## src/rtl/imm_gen_pipe.sv

```systemverilog
`default_nettype none
// ============================================================================
// Module   : imm_gen_pipe
// Purpose  : Registered immediate generator for the decode stage. Accepts one
//            32-bit instruction per cycle on a valid/ready handshake and one
//            cycle later presents the XLEN-wide immediate, a format code, an
//            illegal flag and a passthrough tag.
// Ports    : clk, rst_n (async active-low), flush (kills output stage)
//            in_valid/in_ready/in_inst/in_tag   - upstream handshake
//            out_valid/out_ready                - downstream handshake
//            out_imm/out_fmt/out_illegal/out_tag - registered result
//            out_fmt: 0=none/R 1=I 2=S 3=B 4=U 5=J 6=CSR-zimm 7=illegal
// Revision : 1.0 - initial release
// ============================================================================
module imm_gen_pipe #(
    parameter int XLEN  = 32,
    parameter int TAG_W = 32
) (
    input  logic             clk,
    input  logic             rst_n,
    input  logic             flush,
    input  logic             in_valid,
    output logic             in_ready,
    input  logic [31:0]      in_inst,
    input  logic [TAG_W-1:0] in_tag,
    output logic             out_valid,
    input  logic             out_ready,
    output logic [XLEN-1:0]  out_imm,
    output logic [2:0]       out_fmt,
    output logic             out_illegal,
    output logic [TAG_W-1:0] out_tag
);

    localparam logic [2:0] c_fmt_r    = 3'd0;
    localparam logic [2:0] c_fmt_i    = 3'd1;
    localparam logic [2:0] c_fmt_s    = 3'd2;
    localparam logic [2:0] c_fmt_b    = 3'd3;
    localparam logic [2:0] c_fmt_u    = 3'd4;
    localparam logic [2:0] c_fmt_j    = 3'd5;
    localparam logic [2:0] c_fmt_csr  = 3'd6;
    localparam logic [2:0] c_fmt_ill  = 3'd7;

    localparam logic [4:0] c_opc_load     = 5'b00000;
    localparam logic [4:0] c_opc_misc_mem = 5'b00011;
    localparam logic [4:0] c_opc_op_imm   = 5'b00100;
    localparam logic [4:0] c_opc_auipc    = 5'b00101;
    localparam logic [4:0] c_opc_op_imm_w = 5'b00110;
    localparam logic [4:0] c_opc_store    = 5'b01000;
    localparam logic [4:0] c_opc_op       = 5'b01100;
    localparam logic [4:0] c_opc_lui      = 5'b01101;
    localparam logic [4:0] c_opc_op_w     = 5'b01110;
    localparam logic [4:0] c_opc_branch   = 5'b11000;
    localparam logic [4:0] c_opc_jalr     = 5'b11001;
    localparam logic [4:0] c_opc_jal      = 5'b11011;
    localparam logic [4:0] c_opc_system   = 5'b11100;

    // The *-W opcodes only exist on RV64.
    localparam bit c_rv64 = (XLEN == 64);

    logic             r_valid;
    logic [XLEN-1:0]  r_imm;
    logic [2:0]       r_fmt;
    logic [TAG_W-1:0] r_tag;

    logic             w_load;
    logic [4:0]       w_opc;
    logic [XLEN-1:0]  w_imm;
    logic [2:0]       w_fmt;
    logic [XLEN-1:0]  w_imm_i;
    logic [XLEN-1:0]  w_imm_s;
    logic [XLEN-1:0]  w_imm_b;
    logic [XLEN-1:0]  w_imm_u;
    logic [XLEN-1:0]  w_imm_j;
    logic [XLEN-1:0]  w_imm_csr;
    logic [XLEN-1:0]  w_imm_zimm;
    logic             w_unused;

    // funct3[1:0] never influences the immediate.
    assign w_unused = ^in_inst[13:12];

    assign w_opc = in_inst[6:2];

    // Signed casts to XLEN replicate the field MSB into all upper bits.
    assign w_imm_i    = XLEN'($signed(in_inst[31:20]));
    assign w_imm_s    = XLEN'($signed({in_inst[31:25], in_inst[11:7]}));
    assign w_imm_b    = XLEN'($signed({in_inst[31], in_inst[7], in_inst[30:25],
                                       in_inst[11:8], 1'b0}));
    assign w_imm_u    = XLEN'($signed({in_inst[31:12], 12'b0}));
    assign w_imm_j    = XLEN'($signed({in_inst[31], in_inst[19:12], in_inst[20],
                                       in_inst[30:21], 1'b0}));
    // CSR address and zimm are unsigned fields.
    assign w_imm_csr  = XLEN'(in_inst[31:20]);
    assign w_imm_zimm = XLEN'(in_inst[19:15]);

    always_comb begin
        w_imm = '0;
        w_fmt = c_fmt_ill;
        if (in_inst[1:0] == 2'b11) begin
            case (w_opc)
                c_opc_op: begin
                    w_fmt = c_fmt_r;
                end
                c_opc_op_w: begin
                    if (c_rv64) w_fmt = c_fmt_r;
                end
                c_opc_op_imm, c_opc_load, c_opc_jalr, c_opc_misc_mem: begin
                    w_imm = w_imm_i;
                    w_fmt = c_fmt_i;
                end
                c_opc_op_imm_w: begin
                    if (c_rv64) begin
                        w_imm = w_imm_i;
                        w_fmt = c_fmt_i;
                    end
                end
                c_opc_store: begin
                    w_imm = w_imm_s;
                    w_fmt = c_fmt_s;
                end
                c_opc_branch: begin
                    w_imm = w_imm_b;
                    w_fmt = c_fmt_b;
                end
                c_opc_lui, c_opc_auipc: begin
                    w_imm = w_imm_u;
                    w_fmt = c_fmt_u;
                end
                c_opc_jal: begin
                    w_imm = w_imm_j;
                    w_fmt = c_fmt_j;
                end
                c_opc_system: begin
                    if (in_inst[14]) begin
                        w_imm = w_imm_zimm;
                        w_fmt = c_fmt_csr;
                    end else begin
                        w_imm = w_imm_csr;
                        w_fmt = c_fmt_i;
                    end
                end
                default: begin
                    w_imm = '0;
                    w_fmt = c_fmt_ill;
                end
            endcase
        end
    end

    assign in_ready = !r_valid || out_ready;
    assign w_load   = in_valid && in_ready && !flush;

    always_ff @(posedge clk or negedge rst_n) begin
        if (!rst_n) begin
            r_valid <= 1'b0;
            r_imm   <= '0;
            r_fmt   <= c_fmt_r;
            r_tag   <= '0;
        end else begin
            if (flush) begin
                r_valid <= 1'b0;
            end else if (w_load) begin
                r_valid <= 1'b1;
            end else if (r_valid && out_ready) begin
                r_valid <= 1'b0;
            end
            // Data only moves on a real load; holds during stalls.
            if (w_load) begin
                r_imm <= w_imm;
                r_fmt <= w_fmt;
                r_tag <= in_tag;
            end
        end
    end

    assign out_valid   = r_valid;
    assign out_imm     = r_imm;
    assign out_fmt     = r_fmt;
    assign out_illegal = (r_fmt == c_fmt_ill);
    assign out_tag     = r_tag;

endmodule
`default_nettype wire

```

## config.mk

```make
export PLATFORM = sky130hd
export DESIGN_NAME = imm_gen_pipe
export DESIGN_NICKNAME = d
export VERILOG_FILES = /design/src/rtl/imm_gen_pipe.sv
export SDC_FILE = /design/constraint.sdc
export NUM_CORES = 1
export LEC_CHECK = 0
export BUFFER_PORTS_ARGS = -buffer_cell sky130_fd_sc_hd__buf_2
export CAP_MARGIN = 10
export CORE_MARGIN = 5
export CORE_UTILIZATION = 43
export DETAILED_ROUTE_END_ITERATION = 16
export PLACE_DENSITY = 0.77
export SLEW_MARGIN = 20
export SYNTH_ARGS = -nofsm -noshare
export SYNTH_HDL_FRONTEND = slang
export SYNTH_SLANG_ARGS = --single-unit
```

## constraint.sdc

```tcl
create_clock -name clk -period 1.6 [get_ports clk]
set_input_delay 0.16 -clock clk [delete_from_list [all_inputs] [get_ports clk]]
set_output_delay 0.16 -clock clk [all_outputs]
set_load 0.1 [all_outputs]
```

==> summary.md <==
| Metric | Value |
|---|---|
| Outcome | `completed` |
| Inserted Clock Buffers | `9` |
| Filler instances | `627` |
| Site Rows | `31` |
| Number of diodes | `0` |
| First-pass GRT wire length | `13,900 um` |
| FF-to-FF setup slack | `0.02 ns` |
| Distinct cell type count of the synthesized netlist | `45` |
| Sequential share of the synthesized area | `54.1%` |
| Largest net degree at the start of global routing | `69` |
| Wire length per cell | `between 10 and 15 um` |
| Initial Utilization | `43.9%` |
| Clk sinks | `68` |
| Routed WL | `around 8900 um` |
| Port bufs | `138` |
| Slew of the pin with the lowest slew margin | `around 0.51 ns` |
| Area contributors post-synth | `dfrtp_1, nand2_1, o21ai_1` |
| Synth area leader | `dfrtp_1` |
| DIE WIDTH | `95.6 um` |
| FF+latch area | `1710 um2` |
| Synth Instances | `343` |
| I/O Pins | `139` |
| WS Path Type | `flop to flop` |
| Post-synth top area share | `between 50% and 60%` |
| Max Slew Vio Count | `0` |
| Initial antenna violation count | `0` |
| Main synth FF type | `dfrtp_1` |
| Core area | `7180 um2` |
| CTS tree | `yes` |
| Fin nets | `571` |
| Via count | `3,029` |
| Crit end category | `flop` |
| Switching share of power | `43.0%` |
| Combinational Power Share | `35.8%` |
| P_leak | `2.31 nW` |
| HPWL Detailed | `6640 um` |
| Fmax | `632 MHz` |
| Register bit total from synthesis | `68` |
| Aggregate global-route resource usage | `19.6%` |
| Final ANT Viol Nets | `0` |
| Area occupied by multi-input gates | `around 1400 um2` |
| Die area | `9130 um2` |
| Longest Clk Path Bufs | `2` |
| Asr flop ratio synth | `100%` |
| Final setup fails | `0` |
| Clk slew on worst S/H paths | `0.08 ns` |
| Routed vias/inst | `5.01` |
| CP arrival | `1.80 ns` |
| Tcrit/Tclk final | `98.9%` |
| Flop pwr share | `39.4%` |
| H-Tree Level Count | `3` |
| Switching pwr | `0.00210 W` |
| CP Launch Type | `flop` |
| GRT overflow | `0` |
| Drt pass-1 iters | `6` |
| Synth-to-Final Area Change | `39.0%` |
| Latest clock arrival within the worst-skew pair | `0.33 ns` |
| Max IR drop VDD | `0.392 mV` |
| DR iter-0 viols | `between 100 and 150` |
| Fin util | `61.0%` |
| Pint | `0.00278 W` |
| Number of flops mapped to enable cells by yosys | `0` |
| Pwr dens | `1110 nW/um2` |
| Worst rel slew slack | `66.2%` |
| Yosys warns | `0` |
| Layout cells sized above 1 | `40.1%` |
| Synth Net Count | `412` |
| Root buf cell | `clkbuf_8` |
| Fin. Hold Viols | `0` |
| Number of global-route vias before repair | `2,855` |
| Routability cong. | `0.870` |
| RSZ-0062 raised after global routing | `true` |
| Non-filler cells, final | `605` |
| CP Max Fanout | `4` |
| Syn Area/Cell | `9.18 um2` |
| Die height | `~96 um` |
| Clock Power Share | `24.8%` |
| Worst EP required | `around 1.8 ns` |
| DR DRC count | `0` |
| Mapped Area | `3150 um2` |
| Fin Clk Skew | `0.0105 ns` |
| Number of max-cap violations | `0` |
| Minimum clock period | `1.58 ns` |
| Dpl cells | `588` |
| Hold crit path type | `input port to flop` |
-- per-stage QoR --
stage	setup TNS (ns)	cell area [um2]	setup WS [ns]	power [W]	hold slack [ns]
5_1_grt	-0.256	4380	-0.0556	0.00509	0.00581
4_1_cts	0	4360	0.00800	0.00492	0.00188
3_5_place_dp	-3.61	4170	-0.165	0.00370	0.213
2_1_floorplan	-30.70	3230	-0.489	0.00329	-0.136
3_3_place_gp	-2.18	4170	-0.0884	0.00368	0.208
6_report	0	4380	0.0180	0.00488	0.0127
-- worst paths after layout --
check	cells after the start	from	endpoint
hold / removal	3	in_tag[7]	out_tag[7]
max in group asynchronous	3	rst_n	out_valid
setup reg to reg	5	out_valid	out_fmt[0]
hold reg to reg	2	out_tag[29]	out_tag[29]
min in group asynchronous	3	rst_n	out_tag[11]
setup / recovery	5	out_valid	out_fmt[0]
-- layout by cell type, fill, tap and decap left out, types with 4 or more instances in the layout --
master	netlist	final
buf_2	9	137
clkinv_2	0	4
a222oi_1	4	4
a21boi_1	10	10
a32o_1	7	7
clkbuf_8	0	10
buf_4	1	28
a21oi_1	17	17
nand2_1	128	127
mux2_2	4	4
dfrtp_1	68	64
o21ai_1	21	25
nor2_1	9	9
-- final cells by class --
| class | count | area share [%] |
|---|---|---|
| flip-flops and latches | 68 | 39.1 |
| multi-input cells | 249 | 31.1 |
| repair buffers | 171 | 22.9 |
| clock buffers | 10 | 3.14 |
| well taps | 99 | 2.83 |
| clock inverters | 5 | 0.658 |
| inverters | 3 | 0.343 |
-- cells by family (layout without fill, tap and decap cells) --
logic type | after synthesis | count (layout) | synth area share, %
and+or+nand+nor | 166 | 166 | 23.6
AOI/OAI and AO/OA | 79 | 79 | 17.0
DFF | 68 | 68 | 54.1
buffers and inverters | 26 | 189 | 3.86
muxes | 4 | 4 | 1.43
-- flip-flops by register name, indices dropped and copies added, names as in the netlist --
| name | flops |
|---|---|
| out_imm | 32 |
| out_fmt | 3 |
| out_tag | 32 |
| out_valid | 1 |
-- power groups by stage --
stage	Combinational (W)	Sequential [W]	Clock [W]
2_1_floorplan	0.000341	0.00295	0
3_3_place_gp	0.00173	0.00195	0
3_5_place_dp	0.00175	0.00195	0
4_1_cts	0.00175	0.00192	0.00125
5_1_grt	0.00184	0.00193	0.00132
6_report	0.00175	0.00192	0.00121
-- per-layer routing --
metal,share of wire [%],up-vias,track usage (%)
li1,-,1485,-
met1,43,1410,26.6
met2,47,122,30.7
met3,8.8,12,4.81
met4,1.2,0,6.87
met5,0,-,0
-- cell usage after synthesis (all sizes together) (2+ instances only) --
| cell | instances |
|---|---|
| nand3b | 3 |
| nor4b | 2 |
| a222oi | 4 |
| nor2 | 9 |
| nand2 | 128 |
| nor3b | 4 |
| a21boi | 11 |
| dfrtp | 68 |
| nand4b | 2 |
| or3 | 2 |
| nor3 | 2 |
| buf | 15 |
| a32o | 7 |
| o21ai | 28 |
| mux2 | 4 |
| nand3 | 2 |
| a21oi | 17 |
| nor2b | 3 |
| inv | 3 |
| clkbuf | 8 |
| o21a | 2 |
| o32a | 3 |
| and3 | 2 |
| nand2b | 2 |
-- worst max-delay path, cell delays in order (launching register included) --
cell	delay (ns)
dfrtp_4	0.47
nor2b_4	0.14
nor3b_4	0.19
nand3_2	0.13
o21bai_4	0.20
o32a_1	0.34
-- repair_timing --
action,4_1_cts,5_1_grt
hold buffers,1,1
buffers inserted,0,0
endpoints found under the setup margin,25,8
gates resized for setup,1,2
endpoints found under the hold margin,68,1
pin swaps,0,3
Power figures use the tool's default switching activity.
